## config.mk

```make
export PLATFORM = sky130hd
export DESIGN_NAME = alu_muldiv
export DESIGN_NICKNAME = d
export VERILOG_FILES = /design/src/rtl/alu_muldiv_pkg.sv /design/src/rtl/alu_muldiv_datapath.sv /design/src/rtl/alu_muldiv.sv
export SDC_FILE = /design/constraint.sdc
export NUM_CORES = 1
export LEC_CHECK = 0
export ABC_AREA = 1
export CAP_MARGIN = 20
export CORE_ASPECT_RATIO = 1.5
export CORE_MARGIN = 8
export CORE_UTILIZATION = 34
export CTS_BUF_LIST = sky130_fd_sc_hd__clkbuf_8
export DETAILED_ROUTE_END_ITERATION = 6
export GPL_TIMING_DRIVEN = 0
export PLACE_DENSITY = 0.49
export SLEW_MARGIN = 10
export SYNTH_ARGS = -nofsm -noshare
export SYNTH_HDL_FRONTEND = slang
export SYNTH_HIERARCHICAL = 1
export SYNTH_SLANG_ARGS = --single-unit
export TNS_END_PERCENT = 1
```

## constraint.sdc

```tcl
create_clock -name clk -period 3.8 [get_ports clk]
set_clock_uncertainty 0.05 [all_clocks]
set_input_delay 0.76 -clock clk [delete_from_list [all_inputs] [get_ports clk]]
set_output_delay 0.76 -clock clk [all_outputs]
set_load 0.05 [all_outputs]
```

## src/rtl/alu_muldiv_pkg.sv

```systemverilog
// alu_muldiv_pkg: shared types and helpers for the RV32M multiply/divide unit.
package alu_muldiv_pkg;

    localparam int DEF_DATA_WIDTH = 32;

    // Helpers work on a fixed 64-bit container, so DATA_WIDTH is limited to 32
    // (the full product must fit).
    localparam int MAX_WIDTH = 64;

    // Quotient returned for a divide by zero (truncated to DATA_WIDTH at use).
    localparam logic [MAX_WIDTH-1:0] DIV_BY_ZERO_Q = '1;

    // Encoding equals RISC-V funct3.
    typedef enum logic [2:0] {
        OP_MUL    = 3'b000,
        OP_MULH   = 3'b001,
        OP_MULHSU = 3'b010,
        OP_MULHU  = 3'b011,
        OP_DIV    = 3'b100,
        OP_DIVU   = 3'b101,
        OP_REM    = 3'b110,
        OP_REMU   = 3'b111
    } muldiv_op_e;

    typedef enum logic [1:0] {
        IDLE,
        CALC,
        FIX,
        DONE
    } state_e;

    // Two's-complement negate when neg is set; callers zero-extend the input
    // and truncate the result back to their own width.
    function automatic logic [MAX_WIDTH-1:0] abs_val(input logic [MAX_WIDTH-1:0] v,
                                                     input logic                 neg);
        return neg ? -v : v;
    endfunction

endpackage

```

## src/rtl/alu_muldiv_datapath.sv

```systemverilog
// muldiv_datapath: shared 2*DATA_WIDTH accumulator and operand register.
// Multiply: acc = {partial_hi, multiplier}, add-and-shift right.
// Divide:   acc = {remainder, dividend/quotient}, restoring shift-left.
module muldiv_datapath
    import alu_muldiv_pkg::*;
#(
    parameter int DATA_WIDTH = DEF_DATA_WIDTH
) (
    input  logic                      clk,
    input  logic                      rst_n,
    input  logic                      load,
    input  logic                      step,
    input  logic                      is_div,
    input  logic [2*DATA_WIDTH-1:0]   init_acc,
    input  logic [DATA_WIDTH-1:0]     init_opnd,
    output logic [2*DATA_WIDTH-1:0]   acc
);

    localparam int W = DATA_WIDTH;

    logic [2*W-1:0] acc_q, acc_d;
    logic [W-1:0]   opnd_q, opnd_d;
    logic [W:0]     trial;
    logic [W:0]     sum;

    // One iteration: trial subtract for divide, conditional add for multiply.
    always_comb begin
        trial  = acc_q[2*W-1:W-1] - {1'b0, opnd_q};
        sum    = {1'b0, acc_q[2*W-1:W]} + {1'b0, opnd_q};
        acc_d  = acc_q;
        opnd_d = opnd_q;
        if (load) begin
            acc_d  = init_acc;
            opnd_d = init_opnd;
        end else if (step) begin
            if (is_div) begin
                if (!trial[W]) begin
                    acc_d = {trial[W-1:0], acc_q[W-2:0], 1'b1};
                end else begin
                    acc_d = {acc_q[2*W-2:0], 1'b0};
                end
            end else if (acc_q[0]) begin
                acc_d = {sum, acc_q[W-1:1]};
            end else begin
                acc_d = {1'b0, acc_q[2*W-1:1]};
            end
        end
    end

    // Accumulator and operand registers.
    always_ff @(posedge clk or negedge rst_n) begin
        if (!rst_n) begin
            acc_q  <= '0;
            opnd_q <= '0;
        end else begin
            acc_q  <= acc_d;
            opnd_q <= opnd_d;
        end
    end

    assign acc = acc_q;

endmodule

```

## src/rtl/alu_muldiv.sv

```systemverilog
// alu_muldiv: iterative RV32M multiply/divide unit with valid/ready handshake.
// Optional feature macro ALU_MULDIV_FAST_MUL_EN: MUL* ops use one combinational
// signed multiply and skip CALC; division stays iterative.
//
// state | meaning
// IDLE  | waiting for in_valid; in_ready high
// CALC  | one multiply/divide iteration per cycle, counter counts down
// FIX   | sign correction, result select, ALUResult registered
// DONE  | out_valid high until out_ready
module alu_muldiv
    import alu_muldiv_pkg::*;
#(
    parameter int DATA_WIDTH    = DEF_DATA_WIDTH,
    parameter int OPCODE_LENGTH = 3
) (
    input  logic                     clk,
    input  logic                     rst_n,
    input  logic                     flush,
    input  logic                     in_valid,
    output logic                     in_ready,
    input  logic [DATA_WIDTH-1:0]    SrcA,
    input  logic [DATA_WIDTH-1:0]    SrcB,
    input  logic [OPCODE_LENGTH-1:0] Operation,
    output logic                     out_valid,
    input  logic                     out_ready,
    output logic [DATA_WIDTH-1:0]    ALUResult,
    output logic                     busy
);

    localparam int W         = DATA_WIDTH;
    localparam int CNT_WIDTH = $clog2(DATA_WIDTH) + 1;

    state_e               state_q, state_d;
    logic [CNT_WIDTH-1:0] cnt_q, cnt_d;
    muldiv_op_e           op_q, op_d;
    logic                 sign_q, sign_d;
    logic [W-1:0]         result_q, result_d;

    muldiv_op_e     op_in;
    logic           neg_a, neg_b, div_zero, div_ovf, hi_sel;
    logic [W-1:0]   a_mag, b_mag, sel, res;
    logic [2*W-1:0] acc_fix;

    logic           dp_load, dp_step;
    logic [2*W-1:0] dp_init_acc, dp_acc;
    logic [W-1:0]   dp_init_opnd;

    // Operand decode: signedness, magnitudes and the two divide special cases.
    always_comb begin
        op_in    = muldiv_op_e'(Operation);
        neg_a    = (op_in inside {OP_MUL, OP_MULH, OP_MULHSU, OP_DIV, OP_REM}) && SrcA[W-1];
        neg_b    = (op_in inside {OP_MUL, OP_MULH, OP_DIV, OP_REM}) && SrcB[W-1];
        a_mag    = W'(abs_val(MAX_WIDTH'(SrcA), neg_a));
        b_mag    = W'(abs_val(MAX_WIDTH'(SrcB), neg_b));
        div_zero = op_in[2] && (SrcB == '0);
        div_ovf  = (op_in inside {OP_DIV, OP_REM}) &&
                   (SrcA == {1'b1, {(W-1){1'b0}}}) && (SrcB == '1);
    end

`ifdef ALU_MULDIV_FAST_MUL_EN
    logic signed [2*W-1:0] fast_prod;

    // Single-cycle product of the one-bit sign/zero-extended operands.
    always_comb begin
        fast_prod = $signed((2*W)'($signed({neg_a, SrcA}))) *
                    $signed((2*W)'($signed({neg_b, SrcB})));
    end
`endif

    // Product sign fix works on the full width so MULH* see the right high half;
    // quotient and remainder are negated independently after selection.
    always_comb begin
        hi_sel  = op_q inside {OP_MULH, OP_MULHSU, OP_MULHU, OP_REM, OP_REMU};
        acc_fix = (2*W)'(abs_val(MAX_WIDTH'(dp_acc), sign_q && !op_q[2]));
        sel     = hi_sel ? acc_fix[2*W-1:W] : acc_fix[W-1:0];
        res     = W'(abs_val(MAX_WIDTH'(sel), sign_q && op_q[2]));
    end

    // Next-state and datapath control; flush overrides everything but reset.
    always_comb begin
        state_d      = state_q;
        cnt_d        = cnt_q;
        op_d         = op_q;
        sign_d       = sign_q;
        result_d     = result_q;
        dp_load      = 1'b0;
        dp_step      = 1'b0;
        dp_init_acc  = '0;
        dp_init_opnd = '0;
        unique case (state_q)
            IDLE: begin
                if (in_valid && !flush) begin
                    op_d    = op_in;
                    dp_load = 1'b1;
                    sign_d  = (op_in inside {OP_REM, OP_REMU}) ? neg_a : (neg_a ^ neg_b);
                    if (div_zero) begin
                        sign_d      = 1'b0;
                        dp_init_acc = {SrcA, W'(DIV_BY_ZERO_Q)};
                        state_d     = FIX;
                    end else if (div_ovf) begin
                        sign_d      = 1'b0;
                        dp_init_acc = {{W{1'b0}}, SrcA};
                        state_d     = FIX;
`ifdef ALU_MULDIV_FAST_MUL_EN
                    end else if (!op_in[2]) begin
                        sign_d      = 1'b0;
                        dp_init_acc = fast_prod;
                        state_d     = FIX;
`endif
                    end else if (op_in[2]) begin
                        dp_init_acc  = {{W{1'b0}}, a_mag};
                        dp_init_opnd = b_mag;
                        cnt_d        = CNT_WIDTH'(W);
                        state_d      = CALC;
                    end else begin
                        dp_init_acc  = {{W{1'b0}}, b_mag};
                        dp_init_opnd = a_mag;
                        cnt_d        = CNT_WIDTH'(W);
                        state_d      = CALC;
                    end
                end
            end
            CALC: begin
                dp_step = 1'b1;
                cnt_d   = cnt_q - CNT_WIDTH'(1);
                if (cnt_q == CNT_WIDTH'(1)) begin
                    state_d = FIX;
                end
            end
            FIX: begin
                result_d = res;
                state_d  = DONE;
            end
            DONE: begin
                if (out_ready) begin
                    state_d = IDLE;
                end
            end
            default: state_d = IDLE;
        endcase
        if (flush) begin
            state_d = IDLE;
            dp_step = 1'b0;
        end
    end

    // FSM and control registers.
    always_ff @(posedge clk or negedge rst_n) begin
        if (!rst_n) begin
            state_q  <= IDLE;
            cnt_q    <= '0;
            op_q     <= OP_MUL;
            sign_q   <= 1'b0;
            result_q <= '0;
        end else begin
            state_q  <= state_d;
            cnt_q    <= cnt_d;
            op_q     <= op_d;
            sign_q   <= sign_d;
            result_q <= result_d;
        end
    end

    muldiv_datapath #(
        .DATA_WIDTH (W)
    ) u_datapath (
        .clk       (clk),
        .rst_n     (rst_n),
        .load      (dp_load),
        .step      (dp_step),
        .is_div    (op_q[2]),
        .init_acc  (dp_init_acc),
        .init_opnd (dp_init_opnd),
        .acc       (dp_acc)
    );

    assign in_ready  = (state_q == IDLE);
    assign out_valid = (state_q == DONE);
    assign busy      = (state_q == CALC) || (state_q == FIX);
    assign ALUResult = result_q;

endmodule
```

Yosys cells after proc, flatten, opt, wreduce, memory -nomap -nowiden
Index checks and enable logic that the tools add are counted.
W data, S select, Z words.
- register bits: 140
- input port bits: 72
- output and inout port bits: 35
- logic and storage cells: 99
- $add $sub $neg: 7
- eq/ne operators: 22
- mux-type cells: 38
- bitwise logic cells: 1
- reductions and logical operators: 24
- operator list (cell ; number):
    $mux W64 ; 9
    $mux W32 ; 11
    $neg A32 Y32 ; 3
    $eq A32 B32 Y1 const B ; 2
    $neg A64 Y64 ; 1
    $add A32 B32 Y33 ; 1
    $sub A33 B32 Y33 ; 1
    $logic_not A32 Y1 ; 1
    $mux W6 ; 3
    $eq A3 B3 Y1 const B ; 5
    $mux W2 ; 6
    $pmux W6 S2 ; 1
    $reduce_bool A5 Y1 ; 2
    $eq A3 B2 Y1 const B ; 3
    $logic_and A1 B1 Y1 ; 8
    $pmux W2 S4 ; 1
    $reduce_bool A2 Y1 ; 4
    $mux W1 ; 7
    $eq A3 B1 Y1 const B ; 2
    $eq A6 B1 Y1 const B ; 1
    $ne A3 B2 Y1 const B ; 2
    $sub A6 B1 Y6 const B ; 1
    $eq A2 B2 Y1 const B ; 2
    $ne A2 B2 Y1 const B ; 2
    other kinds (12) ; 13

Longest topological paths before layout
- word-level depth: 10
- mapped depth: 23
- depth with buffers taken out: 23

Modules after synthesis
Netlist, hierarchy kept.
- modules (own cells, without submodules) (module ; times used ; cells each ; area each (um^2) ; sequential area each (um^2)):
    muldiv_datapath ; 1 ; 1928 ; 10714.0 ; 2402.3
    alu_muldiv ; 1 ; 1595 ; 8804.7 ; 1101.1

Worst setup path before layout
OpenSTA, ideal clock, no wires.
- path kind: register -> register
- from: register state_q[0]
- to: register u_datapath.acc_q[2] (netlist: u_datapath/acc[2])
- setup time: 0.083 ns
- arrival: 2.678 ns
- data required time: 3.667 ns
- path slack: 0.990 ns
- cell stages (with the launch flop): 10
- path buffers: 3
- clock period less this slack: 2.810 ns
- cell sequence: dfrtp_1 > inv_1 > ha_1 > nand3_1 > inv_2 > clkbuf_1 > buf_1 > clkbuf_1 > a21oi_1 > o21ai_0
- elaborated cells between the ends (all ways): 8
- those cells by class: eq/ne: 1; mux: 5; reduce/logical: 2
- RTL lines (item ; line ; RTL):
    from (decl) ; alu_muldiv.sv:33 ; state_e state_q, state_d;
    from (signal assigned) ; alu_muldiv.sv:156 ; state_q <= state_d;
    $logic_not A2 Y1 (*) ; n/a ;
    net in_ready ; alu_muldiv.sv:20 ; output logic in_ready,
    $mux W1 (*) ; alu_muldiv.sv:90 ; unique case (state_q)
    net dp_load ; alu_muldiv.sv:44 ; logic dp_load, dp_step;
    $mux W64 / $reduce_bool A2 Y1 (equally long branches) ; n/a ;
    to (signal assigned) ; alu_muldiv_datapath.sv:53 ; acc_q <= '0;
    to (signal assigned) ; alu_muldiv_datapath.sv:56 ; acc_q <= acc_d;
    to (decl) ; alu_muldiv_datapath.sv:21 ; logic [2*W-1:0] acc_q, acc_d;
Mark *: on every way through the listed nets, which the timed path passes. The rest lies on a longest branch.
A chain may end at the register's enable or synchronous reset.

Worst setup path in the final report
- from: input port SrcA[1]
- to: register u_datapath.opnd_q[29]
- cells in the longest elaborated chain, start to end: 7
- elaborated cells between the ends (all ways): 10
- those cells by class: add/sub: 1; eq/ne: 1; mux: 6; reduce/logical: 2
- ends and longest elaborated chain (item ; line ; RTL):
    from (decl) ; alu_muldiv.sv:21 ; input logic [DATA_WIDTH-1:0] SrcA,
    $neg A32 Y32 / $eq A32 B32 Y1 (equally long branches) ; alu_muldiv_pkg.sv:36, alu_muldiv.sv:57 ;
    $mux W32 / $logic_and A1 B1 Y1 (equally long branches) ; alu_muldiv_pkg.sv:36, alu_muldiv.sv:56 ;
    $mux W32 / $logic_and A1 B1 Y1 (equally long branches) ; alu_muldiv.sv:110, alu_muldiv.sv:57 ;
    $mux W32 (*) ; alu_muldiv.sv:100 ; end else if (div_ovf) begin
    $mux W32 (*) ; alu_muldiv.sv:96 ; if (div_zero) begin
    $mux W32 (*) ; alu_muldiv.sv:92 ; if (in_valid && !flush) begin
    $mux W32 (*) ; alu_muldiv.sv:90 ;
    net dp_init_opnd[29] ; alu_muldiv.sv:46 ; logic [W-1:0] dp_init_opnd;
    to (signal assigned) ; alu_muldiv_datapath.sv:57 ; opnd_q <= opnd_d;
    to (decl) ; alu_muldiv_datapath.sv:22 ; logic [W-1:0] opnd_q, opnd_d;
Marked as above.

==> impl_metrics.tcl <==
set metrics [dict create \
    dr.pass1.iters 5 \
    clk_pin_slew_ns 0.10 \
    peakVddDrop_uv 279 \
    maxCapViolations 0 \
    h-tree-depth 4 \
    syn_area_per_cell_um2 5.54 \
    netlist_instances 3523 \
    final_util 0.389 \
    grt_max_degree 72 \
    hpwl_mm 78.9 \
    final_common_cell "nand2_1" \
    synth-async-reset-ratio 1.00 \
    cts_root_buf "clkbuf_8" \
    routabilityCongestion 0.972 \
    grt_pass1_wl_mm 136 \
    yosys_most_used_dff "dfrtp_1" \
    setup_viol 0 \
    cts.hold.buffers_added 0 \
    boundaryPins 107 \
    drive_gt1_frac 0.0623 \
    endpoint "u_datapath/opnd_q[29]" \
    viasPerCell 5.11 \
    tightest_slew_ns 0.750 \
    rows 107 \
    hold_violations 0 \
    grt_overflow 0 \
    wl_per_cell_um 20.9 \
    start_util 0.344 \
    r2r_slack_ns 0.18 \
    die_w_um 212 \
    nets 3798 \
    period_share 0.976 \
    cts.sinks 140 \
    slew_violations 0 \
    totalWireLength_mm 92.4 \
    grt_setup_unrepaired "yes" \
    cts_buffers 17 \
    die-area_um2 65500 \
    io_buffer_count 105 \
    die_y_um 309 \
    clockBufferDepth 2 \
    area_growth_pct 13.3 \
    ys_types 56 \
    p_leak_nw 11.3 \
    syn-num-nets 3673 \
    layout_common_cells "nand2_1 (1,142), inv_1 (484), nor2_1 (461), nand3_1 (246), a21oi_1 (175)" \
    reg2reg_from "u_datapath/acc[0]" \
    dp_slack_ns -0.728 \
    core_area_um2 56800 \
    setup_ws_ns 0.0924 \
    cp-end-kind "flip-flop" \
    antenna_found_initial 1 \
    fmax_mhz 270 \
    vias 22600 \
    grt_pass1_vias 22100 \
    cts_tree "built" \
    slew_headroom 0.500 \
    power.density_nw_per_um2 1000 \
    drc 0 \
    critPathLaunchType "input port" \
    period_minus_slack_ns 3.71 \
    criticalPathCategory "in2reg" \
    crit_required_ns 4.11 \
    clock_latency_ns 0.50 \
    outcome "completed" \
    drt.antenna.violating_nets 0 \
    worstHoldPathType "in2async" \
    syn_area_um2 19500 \
    ys_warn_count 6 \
    cp_max_fo 10 \
    dr.first_iter.drc_count 1608 \
    grt.total_usage 0.277 \
    ys_seq_elements 140 \
    r2r-end "ALUResult[26]" \
    worstPathArrival_ns 4.02 \
    synth_seq_area_share 0.179 \
    critPathLaunch "SrcA[1]" \
    rr_worst_depth 17 \
    synth_edf_count 0 \
]
stage by stage:
step                hold slack [ns]    TNS, ns  std cells  cell area [um2]  total power, mW
global route                  0.150     -0.234       4425            22100             24.2
detailed placement            0.414     -37.89       4392            21600             20.5
finish                        0.139          0       4425            22100             22.1
floorplan                     0.414          0       3523            19500             15.1
global placement              0.412    -663.04       4391            21500             20.5
CTS                           0.121  -0.000121       4424            22000             22.0
power breakdown:
part | total, mW | switching, mW | leakage (nW) | internal (mW)
Combinational | 17.3 | 11.9 | 9.25 | 5.47
Clock | 1.41 | 0.752 | 0.211 | 0.662
Sequential | 3.39 | 1.29 | 1.80 | 2.10
worst max-delay path: stages:
cell and delay [ns]:
clkdlybuf4s50_1 0.47, inv_1 0.18, ha_1 0.25, nand3_1 0.12, nor2_1 0.14, nand4_1 0.24, nor3_2 0.26, nand4_1 0.26
nor2_4 0.24, nor2_2 0.10, nand2_4 0.16, buf_2 0.27, nor3_1 0.12, nand2_1 0.27, o21ai_0 0.14
what timing repair did:
| item | in CTS | in global routing |
|---|---|---|
| endpoints found under the setup margin | 27 | 63 |
| pin swaps | 0 | 1 |
| gates resized for setup | 11 | 33 |
| setup buffers | 0 | 0 |
area by class of cell:
type,instances,area (um2)
Antenna cell,1,2.50
Buffer,118,596
Clock buffer,17,234
Clock inverter,15,186
Fill cell,6725,34700
Inverter,500,1880
Multi-Input combinational cell,2765,13700
Sequential cell,140,3500
Tap cell,763,955
Timing Repair Buffer,106,1080
flip-flops by register name, indices dropped and copies added, names as in the netlist:
| register | cells |
|---|---|
| op_q | 3 |
| ALUResult | 32 |
| sign_q | 1 |
| state_q | 2 |
| u_datapath/acc | 64 |
| cnt_q | 6 |
| u_datapath/opnd_q | 32 |
cells by family (layout without fill, tap and decap cells):
| family | after synthesis | count (layout) | share of synthesized area |
|---|---|---|---|
| simple gates | 2166 | 2166 | 0.478 |
| buf+inv | 618 | 756 | 0.126 |
| compound gates | 419 | 419 | 0.120 |
| flops | 140 | 140 | 0.179 |
| xor+xnor | 101 | 101 | 0.0453 |
| fa+ha+maj | 78 | 78 | 0.0508 |
| mux | 1 | 1 | 0.000513 |
| other cells | 0 | 1 | 0 |
layer usage:
layer,vias up,share of wire,GRT usage
met1,10400,0.39,0.311
met2,627,0.51,0.503
li1,11400,-,-
met4,0,0.067,0.170
met5,-,0,0
met3,206,0.033,0.0212
synthesized netlist by cell type, types with 4 or more instances:
cell	number	share of area
nand4_1	45	0.014
nand3_2	15	0.0077
nand2_4	10	0.0058
nor2_2	19	0.0061
o21ai_0	143	0.037
nand3b_1	15	0.0058
nand2_2	39	0.012
or2_2	9	0.0029
inv_2	15	0.0029
buf_6	10	0.0058
clkbuf_1	74	0.014
nor3_1	97	0.025
nand2_1	1143	0.22
nor2_1	478	0.092
dfrtp_1	140	0.18
nor2_4	14	0.0081
ha_1	76	0.049
inv_1	483	0.093
a21o_1	4	0.0015
o21bai_1	5	0.0019
buf_2	13	0.0033
o211ai_1	19	0.0073
a211oi_1	26	0.010
o22ai_1	5	0.0016
o21ai_1	12	0.0031
nor4_1	16	0.0051
buf_1	13	0.0025
nand3_1	246	0.063
a31oi_1	7	0.0022
and2_1	9	0.0029
o31ai_1	5	0.0019
xnor2_1	15	0.0067
xor2_1	86	0.039
a21oi_1	177	0.045
worst min path at each step:
stage | startpoint | endpoint | cells past startpoint
after floorplan | rst_n | ALUResult[0] | 0
after detailed placement | ALUResult[28] | ALUResult[28] | 2
after global placement | ALUResult[16] | ALUResult[16] | 2
after CTS | rst_n | ALUResult[29] | 1
after global routing | rst_n | ALUResult[25] | 1
final | rst_n | ALUResult[29] | 1
Power figures use the tool's default switching activity.
